### config.mk
export PLATFORM = sky130hd
export DESIGN_NAME = nes_poll_scheduler
export DESIGN_NICKNAME = d
export VERILOG_FILES = /design/src/rtl/nes_poll_scheduler.sv
export SDC_FILE = /design/constraint.sdc
export NUM_CORES = 1
export LEC_CHECK = 0
export ABC_CLOCK_PERIOD_IN_PS = 5260
export CELL_PAD_IN_SITES_DETAIL_PLACEMENT = 2
export CELL_PAD_IN_SITES_GLOBAL_PLACEMENT = 2
export CORE_MARGIN = 3
export CORE_UTILIZATION = 39
export CTS_BUF_LIST = sky130_fd_sc_hd__clkbuf_8 sky130_fd_sc_hd__clkbuf_16
export CTS_CLUSTER_SIZE = 25
export DETAILED_ROUTE_END_ITERATION = 7
export MAX_ROUTING_LAYER = met4
export PLACE_DENSITY = 0.82
export SKIP_CTS_REPAIR_TIMING = 1
export SYNTH_ARGS = -nofsm -noshare
export SYNTH_HDL_FRONTEND = slang
export SYNTH_SLANG_ARGS = --single-unit
### constraint.sdc
create_clock -name clk -period 5.26 [get_ports clk]
set_input_delay 1.578 -clock clk [delete_from_list [all_inputs] [get_ports clk]]
set_output_delay 1.578 -clock clk [all_outputs]
set_load 0.01 [all_outputs]
### src/rtl/nes_poll_scheduler.sv
`default_nettype none
// ============================================================================
// Module   : nes_poll_scheduler
// Purpose  : Drives the shared NES controller bus (latch + shift clock) for
//            two controller ports wired in parallel. Both data lines are
//            shifted in during the same bus transaction. The block publishes
//            an active-high button snapshot, press-edge vectors and a
//            presence mask with a one-cycle valid strobe.
// Ports    : clk, reset_n (async, active-low)
//            poll_req            - request one poll (level or pulse)
//            nes_data0/1         - serial data, active-low (0 = pressed)
//            nes_latch, nes_clk  - shared controller bus outputs
//            buttons0/1          - active-high button state (bit0 A .. bit7 right)
//            pressed0/1          - 0->1 button edges of the latest snapshot
//            present             - bit n set when a controller is detected on port n
//            snap_valid          - one-cycle strobe for a new snapshot
//            busy                - poll in progress
// Config   : NES_AUTOPOLL_EN - when defined, a free-running timer issues a
//            poll request every POLL_PERIOD clk cycles.
// Revision : 1.0 - initial release
// ============================================================================
module nes_poll_scheduler #(
  parameter int unsigned LATCH_CYCLES    = 600,
  parameter int unsigned HALF_BIT_CYCLES = 300,
  parameter int unsigned POLL_PERIOD     = 833333
) (
  input  logic       clk,
  input  logic       reset_n,
  input  logic       poll_req,
  input  logic       nes_data0,
  input  logic       nes_data1,
  output logic       nes_latch,
  output logic       nes_clk,
  output logic [7:0] buttons0,
  output logic [7:0] buttons1,
  output logic [7:0] pressed0,
  output logic [7:0] pressed1,
  output logic [1:0] present,
  output logic       snap_valid,
  output logic       busy
);

  localparam int unsigned CNT_MAX = (LATCH_CYCLES > HALF_BIT_CYCLES) ? LATCH_CYCLES : HALF_BIT_CYCLES;
  localparam int unsigned CW      = (CNT_MAX > 1) ? $clog2(CNT_MAX) : 1;
  localparam logic [CW-1:0] LATCH_LAST = CW'(LATCH_CYCLES - 1);
  localparam logic [CW-1:0] HALF_LAST  = CW'(HALF_BIT_CYCLES - 1);

  typedef enum logic [2:0] {
    S_IDLE     = 3'd0,
    S_LATCH    = 3'd1,
    S_WAIT_A   = 3'd2,
    S_SHIFT_HI = 3'd3,
    S_SHIFT_LO = 3'd4,
    S_PUBLISH  = 3'd5
  } state_t;

  state_t          state, state_next;
  logic [CW-1:0]   cnt, cnt_next;
  logic [2:0]      bit_cnt, bit_cnt_next;
  logic            pending, pending_next;
  logic [1:0]      sync0, sync1;
  logic [7:0]      samp0, samp1;
  logic            req;
  logic            sample_a;
  logic            sample_bit;
  logic [7:0]      new_btn0, new_btn1;

  // --------------------------------------------------------------------------
  // Optional autopoll timer
  // --------------------------------------------------------------------------
  logic auto_req;
`ifdef NES_AUTOPOLL_EN
  localparam int unsigned TW = (POLL_PERIOD > 1) ? $clog2(POLL_PERIOD) : 1;
  localparam logic [TW-1:0] TMR_LAST = TW'(POLL_PERIOD - 1);
  logic [TW-1:0] tmr;

  // Free-running; deliberately not resynchronised by poll_req.
  assign auto_req = (tmr == TMR_LAST);

  always_ff @(posedge clk or negedge reset_n) begin
    if (!reset_n) begin
      tmr <= '0;
    end else if (auto_req) begin
      tmr <= '0;
    end else begin
      tmr <= tmr + TW'(1);
    end
  end
`else
  assign auto_req = 1'b0;
`endif

  assign req = poll_req | auto_req;

  // --------------------------------------------------------------------------
  // Data line synchronisers (idle level is high = not pressed)
  // --------------------------------------------------------------------------
  always_ff @(posedge clk or negedge reset_n) begin
    if (!reset_n) begin
      sync0 <= 2'b11;
      sync1 <= 2'b11;
    end else begin
      sync0 <= {sync0[0], nes_data0};
      sync1 <= {sync1[0], nes_data1};
    end
  end

  // --------------------------------------------------------------------------
  // FSM state register
  // --------------------------------------------------------------------------
  always_ff @(posedge clk or negedge reset_n) begin
    if (!reset_n) begin
      state   <= S_IDLE;
      cnt     <= '0;
      bit_cnt <= 3'd0;
      pending <= 1'b0;
    end else begin
      state   <= state_next;
      cnt     <= cnt_next;
      bit_cnt <= bit_cnt_next;
      pending <= pending_next;
    end
  end

  // --------------------------------------------------------------------------
  // FSM next-state logic
  // --------------------------------------------------------------------------
  always_comb begin
    state_next   = state;
    cnt_next     = cnt;
    bit_cnt_next = bit_cnt;
    pending_next = pending;
    case (state)
      S_IDLE: begin
        cnt_next = '0;
        if (req || pending) begin
          state_next   = S_LATCH;
          pending_next = 1'b0;
        end
      end
      S_LATCH: begin
        if (req) pending_next = 1'b1;
        if (cnt == LATCH_LAST) begin
          cnt_next   = '0;
          state_next = S_WAIT_A;
        end else begin
          cnt_next = cnt + CW'(1);
        end
      end
      S_WAIT_A: begin
        if (req) pending_next = 1'b1;
        if (cnt == HALF_LAST) begin
          cnt_next     = '0;
          bit_cnt_next = 3'd1;
          state_next   = S_SHIFT_HI;
        end else begin
          cnt_next = cnt + CW'(1);
        end
      end
      S_SHIFT_HI: begin
        if (req) pending_next = 1'b1;
        if (cnt == HALF_LAST) begin
          cnt_next   = '0;
          state_next = S_SHIFT_LO;
        end else begin
          cnt_next = cnt + CW'(1);
        end
      end
      S_SHIFT_LO: begin
        if (req) pending_next = 1'b1;
        if (cnt == HALF_LAST) begin
          cnt_next = '0;
          if (bit_cnt == 3'd7) begin
            state_next = S_PUBLISH;
          end else begin
            bit_cnt_next = bit_cnt + 3'd1;
            state_next   = S_SHIFT_HI;
          end
        end else begin
          cnt_next = cnt + CW'(1);
        end
      end
      S_PUBLISH: begin
        cnt_next = '0;
        // A held flag is consumed here (any request this cycle is absorbed);
        // otherwise a request on this cycle is remembered for IDLE.
        if (pending) begin
          state_next   = S_LATCH;
          pending_next = 1'b0;
        end else begin
          state_next   = S_IDLE;
          pending_next = req;
        end
      end
      default: begin
        state_next   = S_IDLE;
        cnt_next     = '0;
        bit_cnt_next = 3'd0;
        pending_next = 1'b0;
      end
    endcase
  end

  // --------------------------------------------------------------------------
  // Serial sampling
  // --------------------------------------------------------------------------
  // Bit 0 (A) is valid as soon as the latch is released; later bits are
  // taken at the end of the clock-high phase, long after the controller
  // shifted on the rising edge.
  assign sample_a   = (state == S_WAIT_A)   && (cnt == '0);
  assign sample_bit = (state == S_SHIFT_HI) && (cnt == HALF_LAST);

  always_ff @(posedge clk or negedge reset_n) begin
    if (!reset_n) begin
      samp0 <= 8'h00;
      samp1 <= 8'h00;
    end else if (sample_a) begin
      samp0[0] <= sync0[1];
      samp1[0] <= sync1[1];
    end else if (sample_bit) begin
      samp0[bit_cnt] <= sync0[1];
      samp1[bit_cnt] <= sync1[1];
    end
  end

  // An all-zero capture means the line is stuck low: no controller plugged in.
  assign new_btn0 = (|samp0) ? ~samp0 : 8'h00;
  assign new_btn1 = (|samp1) ? ~samp1 : 8'h00;

  // --------------------------------------------------------------------------
  // Registered outputs (one cycle behind the state decode)
  // --------------------------------------------------------------------------
  always_ff @(posedge clk or negedge reset_n) begin
    if (!reset_n) begin
      nes_latch  <= 1'b0;
      nes_clk    <= 1'b0;
      busy       <= 1'b0;
      snap_valid <= 1'b0;
      buttons0   <= 8'h00;
      buttons1   <= 8'h00;
      pressed0   <= 8'h00;
      pressed1   <= 8'h00;
      present    <= 2'b00;
    end else begin
      nes_latch  <= (state == S_LATCH);
      nes_clk    <= (state == S_SHIFT_HI);
      busy       <= (state != S_IDLE);
      snap_valid <= (state == S_PUBLISH);
      if (state == S_PUBLISH) begin
        buttons0 <= new_btn0;
        buttons1 <= new_btn1;
        pressed0 <= new_btn0 & ~buttons0;
        pressed1 <= new_btn1 & ~buttons1;
        present  <= {|samp1, |samp0};
      end
    end
  end

endmodule
`default_nettype wire

==> Word-level counts from Yosys, hierarchy flattened <==
Cells that the tools add are included.
{ "word_totals": {"register_bits": 75, "latchBits": 0, "mem_bits_rw": 0, "romBits": 0, "input_bits": 5, "wordCells": 92, "memories": 0} }
{ "classes": {"n_addsub": 2, "mul": 0, "div": 0, "magnitude_cmp": 2, "eq_ne": 15, "shift": 0, "n_mux": 29, "bitwise_logic": 8, "n_reduce_logical": 17} }
{ "op_table": {"columns": ["operator", "n"], "rows": [
  ["inverter 8 bit", 4],
  ["two-way mux 3 bit", 9],
  ["two-way mux 10 bit", 2],
  ["one-hot mux 10 bit (2 select lines)", 1],
  ["one-hot mux 3 bit (6 select lines)", 1],
  ["bitwise AND 8 bit", 2],
  ["bitwise mux 8 bit", 2],
  ["two-way mux 8 bit", 2],
  ["OR reduction 8 bit", 2],
  ["!= test 2 bit, second input constant", 6],
  ["adder 10 x 1 -> 10 bit, second input constant", 1],
  ["== test 10 bit, second input constant", 1],
  ["== test 10 x 9 -> 1 bit, second input constant", 1],
  ["zero test 10 bit", 1],
  ["== test 3 bit, second input constant", 3],
  ["two-way mux 1 bit", 9],
  ["one-hot mux 3 bit (3 select lines)", 1],
  ["OR reduction 4 bit", 2],
  ["== test 3 x 2 -> 1 bit, second input constant", 2],
  ["AND reduction 5 bit", 1],
  ["less-than comparator 3 x 4 -> 1 bit, second input constant", 1],
  ["AND reduction 2 bit", 2],
  ["AND reduction 4 bit", 1],
  ["adder 3 x 1 -> 3 bit, second input constant", 1],
  ["12 further kinds", 15]
]} }

==> Logic depth before layout (Yosys ltp) <==
Gate-level depths: netlist (run 1).
{ "depth": {"word_depth": 7, "depth_mapped": 6} }

==> Worst setup path after synthesis (run 1) <==
Ideal clock, no wire load.
{ "synth_timing": {"kind": "reg-to-reg", "startpoint": "reg cnt[4]", "endpoint": "reg samp0[2]", "setup_time_ns": 0.125, "t_arrival_ns": 1.982, "t_required_ns": 5.135, "setup_slack_ns": 3.153, "stages_incl_launch_ff": 6, "n_path_buf": 1, "synth_period_minus_slack_ns": 2.107, "path_cell_list": "dfrtp_1 -> or4_1 -> buf_2 -> nor4_4 -> and4b_1 -> mux2_2"} }
{ "synth_between": {"elab_chain_cells": 4, "word_cells_on_any_way": 6} }
{ "synth_lines": {"columns": ["item", "line_no", "text"], "rows": [
  ["from (decl)", "58", "logic [CW-1:0] cnt, cnt_next;"],
  ["from (signal assigned)", "119", "cnt <= cnt_next;"],
  ["zero test 10 bit", "210", "assign sample_a = (state == S_WAIT_A) && (cnt == '0);"],
  ["logical AND 1 bit", "210", null],
  ["inverter 1 bit (no line)", null, null],
  ["AND reduction 2 bit (no line) (*)", null, null],
  ["to (signal, indexed assignment)", "221", "samp0[bit_cnt] <= sync0[1];"],
  ["to (decl)", "62", "logic [7:0] samp0, samp1;"]
]} }
Every way passes the cells marked *; elsewhere a longest branch is shown, timed or not.
A chain may end at the register's enable or synchronous reset.

==> Final worst setup path (run 1) <==
{ "layout_timing": {"startpoint": "reg buttons1[5]", "endpoint": "out buttons1[5]"} }
{ "layout_rtl": {"columns": ["item", "line_no", "text"], "rows": [
  ["from (decl)", "35", "output logic [7:0] buttons1,"],
  ["from (signal assigned)", "251", "buttons1 <= new_btn1;"]
]} }
No word-level cell between the ends.

==> results by group, run 1 <==
Run status
  – Status: complete, no violations

Routing
  – Detail Route Antenna Nets: 0
  – Vias: roughly 2300
  – Routed len/inst: around 18 um
  – WL final: approximately 7600 um
  – Initial DRC Count: 126
  – DRC: 0
  – Via-to-Cell Ratio: between 5 and 6
  – First drt pass iteration count: 4

CTS
  – Num CTS Buffers: 9
  – H-Tree Depth: 3
  – Longest Clk Path Bufs: 2
  – CTS sink count: between 70 and 80
  – CTS tree: done
  – Clock transition at path regs: approximately 0.080 ns
  – Root buffer selected by CTS: clkbuf_8
  – Clock latency on the worst-skew pair: roughly 0.36 ns

Worst setup path
  – Critical Path AT: between 1 and 1.5 ns
  – CP Cell Sequence: clkdlybuf4s50_1
  – Worst path max stage delay: 0.56 ns
  – CP max stage cell: clkdlybuf4s50_1
  – CP startpoint kind: flop
  – CP Buf/Inv Count: 1
  – Crit-path max FO: 3
  – Family with the most delay on the worst path: buffers and inverters
  – Worst Path Required: between 3 and 4 ns
  – Crit Path Category: flop to output pin
  – Crit. End Element: output pin

Cells and area
  – Fraction of layout cells with a size suffix above 1: 13.8%
  – Register area: 0.00188 mm2
  – Area Growth Syn to Fin: 23.6%
  – Ant. Diodes: 0
  – Multi-input logic area: 0.00118 mm2
  – Final nets: between 300 and 400
  – Cell area after layout: 0.00389 mm2
  – Fillcell total: just under 800

Synth
  – Synth warnings: 0
  – Post-synth net total: around 280
  – Mapped Cells: 272
  – Synth unique cells: between 40 and 50
  – Top cell type by total area after synthesis: dfrtp_1
  – Most used DFF post-synth: dfrtp_1
  – FFs w/ async S/R, synth: 100%
  – Register bit total from synthesis: 75
  – Sequential area share after synthesis: about three fifths
  – Synth top area cells: dfrtp_1 (57%), mux2_2 (5.7%), nand2_1 (4.9%)
  – Average size of a mapped cell: around 12 um2
  – EDFF count, synth: 0
  – Mapped cell area: between 0.003 and 0.004 mm2
  – Area fraction of the dominant cell type after synthesis: between 50 and 60%

Pwr
  – Switching Fraction: between 20% and 30%
  – Max IR drop VDD: 0.106 mV
  – Comb pwr share: roughly 1.2%
  – Clock network power share: 47.5%
  – Power Internal: about 0.00090 W
  – Power Density: about 290 mW/mm2
  – Sequential power share: around half
  – P_leak: roughly 1.7 nW
  – Switching pwr: ~0.00024 W

GRT
  – Grt ovf: 0
  – Vias in the first global route: ~2500
  – Largest net degree at the start of global routing: between 70 and 80
  – Global-route wire length before repair: 13000 um
  – Initial antenna violation count: 0
  – Gr usage total: about a fifth

STA
  – Worst-Margin Slew: approximately 0.95 ns
  – Setup ws final: 2.37 ns
  – Final Skew: about 0.015 ns
  – Clock period minus final worst setup slack: 2.89 ns
  – WHS: around 0.36 ns
  – Fin. Hold Viols: 0
  – Rel. slew slack: a little over a third
  – Max Freq: approximately 350 MHz
  – Fin crit share: around 55%
  – Final Max Tran Viols: 0
  – RSZ-0062 raised after global routing: false
  – Setup TNS: 0 ns
  – # setup viols final: 0

Job
  – Max Cap Viol: 0

Placement
  – Area after DPL: 0.00365 mm2
  – Gpl congestion: 0.774
  – Dpl hpwl: roughly 5000 um
  – Number of port buffers: between 40 and 50
  – Pre-CTS setup slack: between 2 and 3 ns

Die
  – Die Ht: 95.8 um
  – Die width: 95.8 um
  – Row cnt: 32
  – Die area: between 0.009 and 0.01 mm2
  – Starting density of the core: between 40% and 50%
  – IO Count: 43
  – Core area: a little under 0.008 mm2

Hold path
  – Hold Path Class: flop to flop
## power groups by stage
stage                     clock (W)  combinational, W  sequential, W
after floorplan                   0       0.000000109       0.000592
after global placement            0         0.0000145       0.000592
after detailed placement          0         0.0000147       0.000592
after CTS                  0.000549         0.0000146       0.000581
after global routing       0.000571         0.0000160       0.000581
final                      0.000538         0.0000137       0.000581
## Yosys cell counts, types with 2 or more instances
cell type  instances
nand4b_1           3
clkbuf_1           6
o21ai_0           17
a21oi_1            3
and4b_1            2
mux2_2            16
nor4_1             6
inv_1              8
buf_2              4
o31ai_1           17
xor2_1             7
nor2b_1            2
dfstp_2            4
and2_1             2
nor3b_1            2
nor2_1            15
o22ai_1            2
nand2_1           41
a21o_1             2
ha_1               4
nand4_1            4
a211oi_1           2
a22o_1             3
dfrtp_1           71
nand3_1            6
## flip-flops by register name, summed over array words and instances (netlist names), 2 cells and up
name / cells
bit_cnt: 3
buttons0: 8
samp1: 8
state: 3
present: 2
samp0: 8
cnt: 10
sync0: 2
sync1: 2
pressed1: 8
pressed0: 8
buttons1: 8
## final cells by class
| class | count | area share, % |
|---|---|---|
| Sequential cell | 75 | 48.4 |
| Multi-Input combinational cell | 178 | 30.4 |
| Timing Repair Buffer | 43 | 10.9 |
| Tap cell | 102 | 3.28 |
| Clock buffer | 9 | 3.19 |
| Clock inverter | 7 | 2.99 |
| Inverter | 8 | 0.772 |
## logic make-up (layout without fill, tap and decap cells)
group                      count (synthesis)  after routing  synth area share [%]
AOI/OAI and AO/OA                         55             55                  12.1
xor gates and xnor gates                   8              8                  2.23
adders and majority gates                  4              4                  1.59
buffers and inverters                     19             67                  2.55
DFF                                       75             75                  59.8
muxes                                     16             16                  5.73
and+or+nand+nor                           95             95                  16.0
## path summary, 6_finish.rpt
| check | start | end | slack, ns | depth (start not counted) |
|---|---|---|---|---|
| worst max-delay path | buttons1[5] | buttons1[5] | 2.37 | 1 |
| worst min-delay path | sync0[0] | sync0[1] | 0.36 | 0 |
| worst max register to register | cnt[4] | state[2] | 2.75 | 4 |
| worst min register to register | sync0[0] | sync0[1] | 0.36 | 0 |
| max in group asynchronous | reset_n | cnt[1] | 3.27 | 1 |
| min in group asynchronous | reset_n | pressed1[3] | 1.35 | 1 |
## placed cells by master, fill, tap and decap left out, types with 2 or more instances in the layout
cell             synthesis  layout
buf_4                    1       2
bufinv_16                0       3
a21o_1                   2       2
inv_1                    8       9
a22o_1                   3       3
nor2_1                  15      15
nor3b_1                  2       2
clkdlybuf4s50_1          0      41
nor4_1                   6       6
clkbuf_8                 0       9
mux2_2                  16      16
dfrtp_1                 71      71
o22ai_1                  2       2
nand4_1                  4       4
a211oi_1                 2       2
dfstp_2                  4       4
o31ai_1                 17      17
a21oi_1                  3       3
and4b_1                  2       2
xor2_1                   7       7
nand4b_1                 3       3
ha_1                     4       4
nand2_1                 41      41
nor2b_1                  2       2
and2_1                   2       2
nand3_1                  6       6
o21ai_0                 17      17
## metrics by stage
stage	util [%]	total power, W	instances
after global placement	47.0	0.000606	406
final	50.0	0.00113	422
after CTS	50.0	0.00114	422
after global routing	50.0	0.00117	422
after floorplan	-	0.000592	272
after detailed placement	47.0	0.000607	406
## worst reg2reg max path, delay by kind of cell, from the launching register on
kind	cells	cell delay [ns]
compound gates	2	0.76
flops	1	0.45
simple gates	2	1.23
## metal layers
metal / wire length [um] / track usage (%) / vias up
met5: 0 / - / -
li1: - / - / 1066
met2: 3980 / 32.4 / 43
met3: 226 / 3.05 / 16
met4: 152 / 8.41 / 0
met1: 3290 / 22.8 / 1182
No activity file was read; power rests on OpenSTA's default activity.
==> run 2, diff against run 1 <==
--- a/config.mk
+++ b/config.mk
@@ -5,16 +5,16 @@
 export SDC_FILE = /design/constraint.sdc
 export NUM_CORES = 1
 export LEC_CHECK = 0
-export ABC_CLOCK_PERIOD_IN_PS = 5260
+export ABC_CLOCK_PERIOD_IN_PS = 2670
 export CELL_PAD_IN_SITES_DETAIL_PLACEMENT = 2
 export CELL_PAD_IN_SITES_GLOBAL_PLACEMENT = 2
 export CORE_MARGIN = 3
-export CORE_UTILIZATION = 39
+export CORE_UTILIZATION = 36
 export CTS_BUF_LIST = sky130_fd_sc_hd__clkbuf_8 sky130_fd_sc_hd__clkbuf_16
 export CTS_CLUSTER_SIZE = 25
 export DETAILED_ROUTE_END_ITERATION = 7
 export MAX_ROUTING_LAYER = met4
-export PLACE_DENSITY = 0.82
+export PLACE_DENSITY = 0.77
 export SKIP_CTS_REPAIR_TIMING = 1
 export SYNTH_ARGS = -nofsm -noshare
 export SYNTH_HDL_FRONTEND = slang
==> constraint.sdc (replaced) <==
create_clock -name clk -period 2.67 [get_ports clk]
set_input_delay 0.801 -clock clk [delete_from_list [all_inputs] [get_ports clk]]
set_output_delay 0.801 -clock clk [all_outputs]
set_load 0.01 [all_outputs]
==> run 2 against run 1 <==
Against the previous run: setup slack lost 2.1 ns; power increased by 92%; utilization decreased by 3.2 points; count of clock-buffer cells in the layout grew 1; routed wire length up 1.2%; final cell count grew 1.4%; clock skew decreased by 0.0021 ns; hold slack is essentially flat.
==> results by group, run 2 (synthesized netlist as in run 1, its figures left out) <==
Routing
  – Vias: 2287 (-0.87%)
  – Via-to-Cell Ratio: 5.34 (-2.3%)
  – WL final: 7740 um (+1.2%)
  – Detail Route Antenna Nets: 0 (unchanged)
  – Initial DRC Count: 61 (-52%)
  – DRC: 0 (unchanged)
  – First drt pass iteration count: 4 (unchanged)
  – Routed len/inst: 18.1 um (-0.18%)

Worst setup path
  – Worst reg2reg startpoint: cnt[4]
  – CP Launch Point: cnt[4]
  – Reg-to-Reg End: samp0[2]
  – Crit. End Element: flop
  – CP startpoint kind: flop
  – Family with the most delay on the worst path: simple AND/OR/NAND/NOR gates
  – CP Cell Sequence: or4_1, nor4_4, and4b_1, mux2_2
  – Critical path depth in cells: 4 (+3)
  – CP max stage cell: or4_1
  – Worst R2R Path Depth: 4 (unchanged)
  – CP Buf/Inv Count: 0 (-1)
  – Worst path max stage delay: 0.69 ns (+0.13 ns)
  – Critical Path AT: 2.63 ns (+1.32 ns)
  – Worst Path Required: 2.90 ns (-0.78 ns)
  – Crit Path Category: flop to flop
  – Flop2flop setup slack: 0.27 ns (-2.48 ns)
  – Crit-path max FO: 8 (+5)

GRT
  – Initial antenna violation count: 0 (unchanged)
  – Largest net degree at the start of global routing: 44 (-42%)
  – Grt ovf: 0 (unchanged)
  – Vias in the first global route: 2521 (+0.92%)
  – Global-route wire length before repair: 13500 um (+3.7%)
  – Gr usage total: 17.6% (-1.6 points)

Cells and area
  – Commonest cells after routing, fill and taps aside: dfrtp_1 (71), nand2_1 (41), clkdlybuf4s50_1 (41)
  – Ant. Diodes: 0 (unchanged)
  – Commonest non-fill, non-tap cell in the layout: dfrtp_1
  – Final std cells w/o fill: 428 (+1.4%)
  – Area Growth Syn to Fin: 24.4%
  – Final nets: 327 (+0.93%)
  – Number of flip-flops in the largest register: 10 (unchanged)
  – Fraction of layout cells with a size suffix above 1: 14.9% (+1.1 points)
  – Top reg by flops: cnt
  – Cell area after layout: 0.00391 mm2 (+0.61%)

Placement
  – Post-placement cell count: 412 (+1.5%)
  – Area after DPL: 0.00369 mm2 (+1.1%)
  – Number of port buffers: 42 (unchanged)
  – Dpl hpwl: 5310 um (+3.5%)
  – Gpl congestion: 0.725 (-6.3%)

Die
  – Die width: 99.5 um (+3.8%)
  – Row cnt: 33 (+3.1%)
  – IO Count: 43 (unchanged)
  – Die area: 0.00989 mm2 (+7.8%)
  – Die Ht: 99.5 um (+3.8%)
  – Starting density of the core: 37.7% (-2.8 points)
  – Core area: 0.00834 mm2 (+7.4%)

STA
  – Setup TNS: 0 ns (unchanged)
  – Fin. Hold Viols: 0 (unchanged)
  – Clock period minus final worst setup slack: about 2.4 ns
  – # setup viols final: 0 (unchanged)
  – Fin crit share: 89.9%
  – Max Freq: roughly 420 MHz
  – WHS: 0.357 ns (+0.0000780 ns)
  – Final Max Tran Viols: 0 (unchanged)
  – Worst-Margin Slew: 0.521 ns (-0.430 ns)
  – RSZ-0062 raised after global routing: false
  – Rel. slew slack: 65.3% (+29 points)
  – Final Skew: 0.0129 ns (-0.00215 ns)

Pwr
  – P_leak: 1.73 nW (+0.62%)
  – Post-layout power: 0.00217 W (+92%)
  – Power Density: 556 mW/mm2 (+91%)
  – Max IR drop VDD: 0.268 mV (+150%)

CTS
  – H-Tree Depth: 3 (unchanged)
  – Clock transition at path regs: 0.08 ns (about the same)
  – Longest Clk Path Bufs: 2 (unchanged)
  – CTS tree: done
  – Root buffer selected by CTS: clkbuf_8
  – CTS sink count: 75 (unchanged)
  – Clock latency on the worst-skew pair: 0.35 ns (about the same)
  – Num CTS Buffers: 9 (unchanged)

Hold path
  – Hold EP: sync0[1]
  – WHS Path Cells: 0 (unchanged)
  – Worst Min Path Start: sync0[0]
  – Hold Path Class: flop to flop

Run status
  – Status: complete, no violations

Job
  – Max Cap Viol: 0 (unchanged)
run 2: worst max path at each step:
stage	to
2_1_floorplan	samp0[2]
5_1_grt	samp0[2]
3_3_place_gp	samp1[4]
3_5_place_dp	samp0[2]
6_report	samp0[2]
4_1_cts	samp0[2]
run 2: final cells by class:
| cell class | instances | area (um2) |
|---|---|---|
| fillers | 849 | 4430 |
| inverters | 8 | 30.0 |
| multi-input cells | 178 | 1180 |
| repair buffers | 46 | 460 |
| clock buffers | 10 | 138 |
| clock inverters | 6 | 87.6 |
| flip-flops and latches | 75 | 1880 |
| well taps | 105 | 131 |
run 2: metrics by stage:
| stage | setup WS, ns | utilization [%] |
|---|---|---|
| floorplan | 0.563 | - |
| global placement | 0.403 | 44.2 |
| detailed placement | 0.308 | 44.2 |
| CTS | 0.296 | 46.9 |
| global route | 0.159 | 46.9 |
| finish | 0.271 | 46.9 |
run 2: routing by layer:
| layer | wire [um] | track usage [%] | vias up |
|---|---|---|---|
| met5 | 0 | - | - |
| met4 | 124 | 6.30 | 0 |
| met3 | 210 | 2.38 | 10 |
| met2 | 3790 | 28.0 | 38 |
| met1 | 3620 | 23.3 | 1168 |
| li1 | - | - | 1071 |
run 2: where the power goes:
part	switching (W)	internal [W]	leakage, nW	total (W)
logic	0.0000237	0.00000801	0.616	0.0000317
clock network	0.000443	0.000554	0.117	0.000997
registers	0.00000387	0.00114	0.999	0.00114
total	0.000471	0.00170	1.73	0.00217
